<file path="src/rtl/ham8b_pkg.sv">
// Purpose : shared constants, FSM state type and Hamming 12/8 encode function.
// Latency : n/a (package only).
// Backpressure: n/a.
//
// Codeword positions 1..12 map to code[11..0]:
//   P1 P2 D1 P3 D2 D3 D4 P4 D5 D6 D7 D8, even parity, D1 = data[7].
package ham8b_pkg;

    localparam int HAM8B_CODE_W = 12;
    localparam int HAM8B_DATA_W = 8;

    typedef enum logic [1:0] {
        IDLE  = 2'd0,
        START = 2'd1,
        DATA  = 2'd2,
        STOP  = 2'd3
    } ham8b_state_t;

    function automatic logic [HAM8B_CODE_W-1:0] ham8b_encode(input logic [HAM8B_DATA_W-1:0] data);
        logic d1, d2, d3, d4, d5, d6, d7, d8;
        logic p1, p2, p3, p4;
        d1 = data[7];
        d2 = data[6];
        d3 = data[5];
        d4 = data[4];
        d5 = data[3];
        d6 = data[2];
        d7 = data[1];
        d8 = data[0];
        p1 = d1 ^ d2 ^ d4 ^ d5 ^ d7;
        p2 = d1 ^ d3 ^ d4 ^ d6 ^ d7;
        p3 = d2 ^ d3 ^ d4 ^ d8;
        p4 = d5 ^ d6 ^ d7 ^ d8;
        return {p1, p2, d1, p3, d2, d3, d4, p4, d5, d6, d7, d8};
    endfunction

endpackage

</file>
<file path="src/rtl/ham8b_encoder.sv">
// Purpose : combinational 8-bit to 12-bit even-parity Hamming encoder.
// Latency : 0 cycles (pure combinational).
// Backpressure: none; output follows input.
//
// Ports:
//   i_data  [7:0]  payload byte, i_data[7] = D1
//   o_code  [11:0] codeword, o_code[11] = position 1
module ham8b_encoder
    import ham8b_pkg::*;
(
    input  logic [HAM8B_DATA_W-1:0] i_data,
    output logic [HAM8B_CODE_W-1:0] o_code
);

    assign o_code = ham8b_encode(i_data);

endmodule

</file>
<file path="src/rtl/ham8b_ser_tx.sv">
// Purpose : accept a byte, encode to a Hamming 12/8 codeword, register it and send it
//           as a start bit, 12 code bits MSB first and a stop bit on a UART-like line.
// Latency : codeword, code_valid pulse and start bit appear the cycle after the transfer;
//           a frame lasts 14*BIT_DIV cycles.
// Backpressure: data_ready is high only in IDLE; data_valid is ignored while a frame is sent.
//
// Ports:
//   clk, rst_n              clock, asynchronous active-low reset
//   data_in/valid/ready     byte input handshake
//   code_out, code_valid    last codeword, one-cycle update pulse
//   tx_out, tx_busy         serial line (idle high), frame-in-progress flag
//   err_inj, err_pos        single-bit error injection, only with HAM8B_ERR_INJ_EN defined
module ham8b_ser_tx
    import ham8b_pkg::*;
#(
    parameter int BIT_DIV = 4
)(
    input  logic                    clk,
    input  logic                    rst_n,
    input  logic [HAM8B_DATA_W-1:0] data_in,
    input  logic                    data_valid,
    output logic                    data_ready,
    output logic [HAM8B_CODE_W-1:0] code_out,
    output logic                    code_valid,
    output logic                    tx_out,
`ifdef HAM8B_ERR_INJ_EN
    output logic                    tx_busy,
    input  logic                    err_inj,
    input  logic [3:0]              err_pos
`else
    output logic                    tx_busy
`endif
);

    localparam int                DIV_W    = $clog2(BIT_DIV + 1);
    localparam logic [DIV_W-1:0] DIV_LAST = DIV_W'(BIT_DIV - 1);
    localparam logic [DIV_W-1:0] DIV_ONE  = DIV_W'(1);

    ham8b_state_t            r_state;
    logic                    r_ready;
    logic [HAM8B_CODE_W-1:0] r_code;
    logic                    r_code_vld;
    logic                    r_tx;
    logic                    r_busy;
    logic [DIV_W-1:0]        r_div;
    logic [3:0]              r_bit_idx;

    logic [HAM8B_CODE_W-1:0] w_enc;
    logic [HAM8B_CODE_W-1:0] w_err_mask;
    logic [HAM8B_CODE_W-1:0] w_code;
    logic                    w_div_done;

    ham8b_encoder u_enc (
        .i_data (data_in),
        .o_code (w_enc)
    );

`ifdef HAM8B_ERR_INJ_EN
    // Position p lives at code bit 12-p; positions outside 1..12 leave the word clean.
    assign w_err_mask = (err_inj && (err_pos >= 4'd1) && (err_pos <= 4'd12))
                      ? (12'b1 << (4'd12 - err_pos)) : '0;
`else
    assign w_err_mask = '0;
`endif

    assign w_code     = w_enc ^ w_err_mask;
    assign w_div_done = (r_div == DIV_LAST);

    always_ff @(posedge clk or negedge rst_n) begin
        if (!rst_n) begin
            r_state    <= IDLE;
            r_ready    <= 1'b1;
            r_code     <= '0;
            r_code_vld <= 1'b0;
            r_tx       <= 1'b1;
            r_busy     <= 1'b0;
            r_div      <= '0;
            r_bit_idx  <= '0;
        end else begin
            r_code_vld <= 1'b0;
            case (r_state)
                IDLE: begin
                    if (data_valid && r_ready) begin
                        r_code     <= w_code;
                        r_code_vld <= 1'b1;
                        r_tx       <= 1'b0;
                        r_busy     <= 1'b1;
                        r_ready    <= 1'b0;
                        r_div      <= '0;
                        r_state    <= START;
                    end
                end
                START: begin
                    if (w_div_done) begin
                        r_div     <= '0;
                        r_bit_idx <= 4'd11;
                        r_tx      <= r_code[11];
                        r_state   <= DATA;
                    end else begin
                        r_div <= r_div + DIV_ONE;
                    end
                end
                DATA: begin
                    // r_code is stable for the whole frame, so it is serialized in place.
                    if (w_div_done) begin
                        r_div <= '0;
                        if (r_bit_idx == 4'd0) begin
                            r_tx    <= 1'b1;
                            r_state <= STOP;
                        end else begin
                            r_bit_idx <= r_bit_idx - 4'd1;
                            r_tx      <= r_code[r_bit_idx - 4'd1];
                        end
                    end else begin
                        r_div <= r_div + DIV_ONE;
                    end
                end
                STOP: begin
                    if (w_div_done) begin
                        r_div   <= '0;
                        r_busy  <= 1'b0;
                        r_ready <= 1'b1;
                        r_state <= IDLE;
                    end else begin
                        r_div <= r_div + DIV_ONE;
                    end
                end
                default: r_state <= IDLE;
            endcase
        end
    end

    assign data_ready = r_ready;
    assign code_out   = r_code;
    assign code_valid = r_code_vld;
    assign tx_out     = r_tx;
    assign tx_busy    = r_busy;

endmodule
</file>
<file path="config.mk">
export PLATFORM = sky130hd
export DESIGN_NAME = ham8b_ser_tx
export DESIGN_NICKNAME = d
export VERILOG_FILES = /design/src/rtl/ham8b_pkg.sv /design/src/rtl/ham8b_encoder.sv /design/src/rtl/ham8b_ser_tx.sv
export SDC_FILE = /design/constraint.sdc
export NUM_CORES = 1
export LEC_CHECK = 0
export CORE_ASPECT_RATIO = 0.8
export CORE_MARGIN = 5
export CORE_UTILIZATION = 46
export DETAILED_ROUTE_END_ITERATION = 10
export GPL_ROUTABILITY_DRIVEN = 0
export PLACE_DENSITY = 0.82
export SLEW_MARGIN = 20
export SYNTH_ARGS = -nofsm -noshare
export SYNTH_HDL_FRONTEND = slang
export SYNTH_SLANG_ARGS = --single-unit
</file>
<file path="constraint.sdc">
create_clock -name clk -period 1.65 [get_ports clk]
set_input_delay 0.165 -clock clk [delete_from_list [all_inputs] [get_ports clk]]
set_output_delay 0.165 -clock clk [all_outputs]
set_load 0.005 [all_outputs]
</file>
==> results.yml <==
outcome:
  status: "finished, violations left"
  failed_checks: "setup timing"
sta:
  finalSetupTns_ns: -0.0592
  hold_viol: 0
  min_period_over_period_pct: 104
  finalSetupViolCount: 1
  slew_violations: 0
  period_needed_ns: 1.71
  rsz0062_at_grt: "yes"
  clock.fmax_mhz: 585
  slew-limit-headroom_pct: 77.5
  worstMarginPinSlew_ns: 0.335
  layout_setup_ws_ns: -0.0592
  clock_skew_ns: 0.00300
worst_setup_path:
  critPathMaxFanout: 5
  worst_path_largest_cell_delay_ns: 0.43
  r2r_slack_ns: -0.06
  worst-path-stages: 7
  arrival_ns: 1.88
  cp_num_buf_inv: 2
  crit_type: "reg2reg"
  crit_slowest_cell: "dfrtp_1"
  startpoint_type: "flop"
  critPathRequiredTime_ns: 1.82
  cp-end-kind: "flop"
  crit_family: "simple AND/OR/NAND/NOR gates"
  r2r-start: "r_bit_idx[0]"
  crit_chain: "inv_2 > ha_4 > or3b_4 > buf_4 > nand3_1 > o21ai_0 > a22oi_1"
  r2r_end: "r_bit_idx[1]"
  reg2reg_depth: 7
finish:
  final_area_um2: 2050
  nNetsFinal: 200
  layout_commonest_cell: "clkdlybuf4s50_1"
  syn2layout_area_growth_pct: 40.2
  layout-drive-gt1-share_pct: 31.1
  nFillCells: 230
  final_cell_mix: "26 x clkdlybuf4s50_1, 22 x dfrtp_1, 18 x buf_4, 12 x xnor2_1, 10 x o21ai_0"
  multi_input_area_um2: 870
  seq_area_um2: 629
  num_antenna_cells: 0
cts:
  cts_tree: "built"
  ctsHoldBuffers: 0
  cts-buffers-inserted: 3
  clock_sink_count: 25
  clkSlewWorstSetupHoldPaths_ns: 0.09
  clkLatencyLatePin_ns: 0.28
  root_buffer: "clkbuf_8"
  cts_buffer_depth: 2
  htreeDepth: 1
synth:
  synth_top_area_cell: "dfrtp_1"
  synth_cell_types: 33
  synth_top_area_share_pct: 39.3
  yosysSeqAreaShare_pct: 42.9
  syn_inst: 134
  synth_area_leaders: "dfrtp_1 39%, mux2_2 7.7%, xnor2_1 7.2%, ha_1 6.8%, mux4_1 5.4%"
  ys_warn_count: 0
  syn_area_um2: 1460
  ys_ff_latch: 25
  syn_nets: 153
  syn_area_per_cell_um2: 10.9
detailed_routing:
  post_drt_wl_per_cell_um: 18.6
  wl_um: 4100
  antenna_left: 0
  drt_iter0_drc: 114
  via_count: 1265
  dr.pass1.iters: 4
  routed_via_density: 5.75
  drc: 0
die:
  die_h_um: 60.5
  rows: 18
  fp.dieW_um: 73.1
  ioPinCount: 27
  die_area_um2: 4420
  core_region_area_um2: 3060
  start_util_pct: 47.8
power:
  ir_drop_mv: 0.569
  p_per_area_nw_per_um2: 531
  power.leakage_nw: 0.916
  total_power_mw: 1.09
global_route:
  antenna_found_initial: 0
  grt_usage_pct: 19.5
  grt_pass1_vias: 1318
  grt_pass1_wl_um: 6490
  grt_max_degree: 26
  grt_overflow: 0
placed_design:
  dpl.hpwl_um: 2690
  placed_cell_area_um2: 1880
  numPortBuffers: 26
worst_hold_path:
  hold_path.class: "in2async"
job:
  maxCapViolations: 0
[worst reg2reg max path, cell delays in order (launching register included)]
cell     delay, ns
dfrtp_1       0.43
inv_2         0.10
ha_4          0.13
or3b_4        0.39
buf_4         0.16
nand3_1       0.07
o21ai_0       0.11
a22oi_1       0.23
[timing repair]
action / 4_1_cts / 5_1_grt
pin swaps: 3 / 4
resized for setup: 16 / 8
endpoints found under the setup margin: 2 / 5
buffers inserted: 6 / 1
[cells in the mapped netlist]
cell type,n
dfrtp_1,23
xnor2_1,12
o21ai_0,11
mux2_2,10
nand2_1,10
ha_1,8
inv_1,8
nand3_1,5
a21oi_1,4
nor2_1,4
nor2b_1,4
a22o_1,3
a22oi_1,3
mux2i_1,3
mux4_1,3
clkbuf_1,2
dfstp_2,2
nand2b_1,2
or2_2,2
xor2_1,2
a211oi_2,1
a21boi_1,1
a21o_1,1
a31oi_1,1
and3_1,1
buf_6,1
clkbuf_2,1
nor3_1,1
nor4_1,1
o2111ai_1,1
o21a_1,1
o21bai_1,1
or3b_4,1
[metrics by stage]
step | util, % | hold slack, ns | setup slack, ns | instances
after floorplan | - | -0.131 | 0.00525 | 134
final | 67.0 | 0.263 | -0.0592 | 220
after detailed placement | 61.3 | 0.505 | -0.0591 | 209
after CTS | 65.7 | 0.275 | 0.00661 | 219
after global placement | 61.3 | 0.466 | 0.0186 | 209
after global routing | 67.0 | 0.280 | -0.0785 | 220
[area by class of cell]
cell class / instances / share of cell area [%]
inverter: 8 / 1.46
clock inverter: 1 / 0.244
timing repair buffer: 46 / 20.8
clock buffer: 3 / 2.01
tap: 40 / 2.44
multi-input combinational: 97 / 42.4
sequential: 25 / 30.7
[kinds of logic (layout without fill, tap and decap cells)]
group | count (synthesis) | in the layout | share of synthesized area (%)
mux | 16 | 16 | 15.1
xor+xnor | 14 | 14 | 8.38
compound gates | 28 | 28 | 12.4
fa+ha+maj | 8 | 8 | 6.84
buf+inv | 12 | 58 | 3.68
flops | 25 | 25 | 42.9
simple gates | 31 | 31 | 10.7
[how the worst max path moves through the flow]
stage	startpoint	endpoint	slack, ns
3_3_place_gp	r_state[0]	tx_out	0.02
3_5_place_dp	r_state[0]	r_state[1]	-0.06
2_1_floorplan	r_state[0]	tx_out	0.005
6_report	r_bit_idx[0]	r_bit_idx[1]	-0.06
4_1_cts	r_bit_idx[0]	r_state[1]	0.007
5_1_grt	r_bit_idx[0]	r_bit_idx[1]	-0.08
[report_power, final]
group          total, mW  switching (mW)  internal (mW)
registers          0.612               0          0.612
logic             0.0988          0.0488         0.0500
clock network      0.378           0.208          0.170
total               1.09           0.257          0.832
[state kept, by name, indices dropped and copies added (netlist names)]
| name | cells |
|---|---|
| code_valid | 1 |
| tx_out | 1 |
| r_bit_idx | 4 |
| tx_busy | 1 |
| code_out | 12 |
| data_ready | 1 |
| r_state | 2 |
| r_div | 3 |
[routing by layer]
layer	vias to the layer above	routed length, um	track usage [%]
li1	566	-	-
met1	638	1630	23.3
met2	51	2180	35.0
met3	10	209	3.81
met4	0	85	7.11
met5	-	0	0
Note: power is estimated with default switching activity, not from simulation.
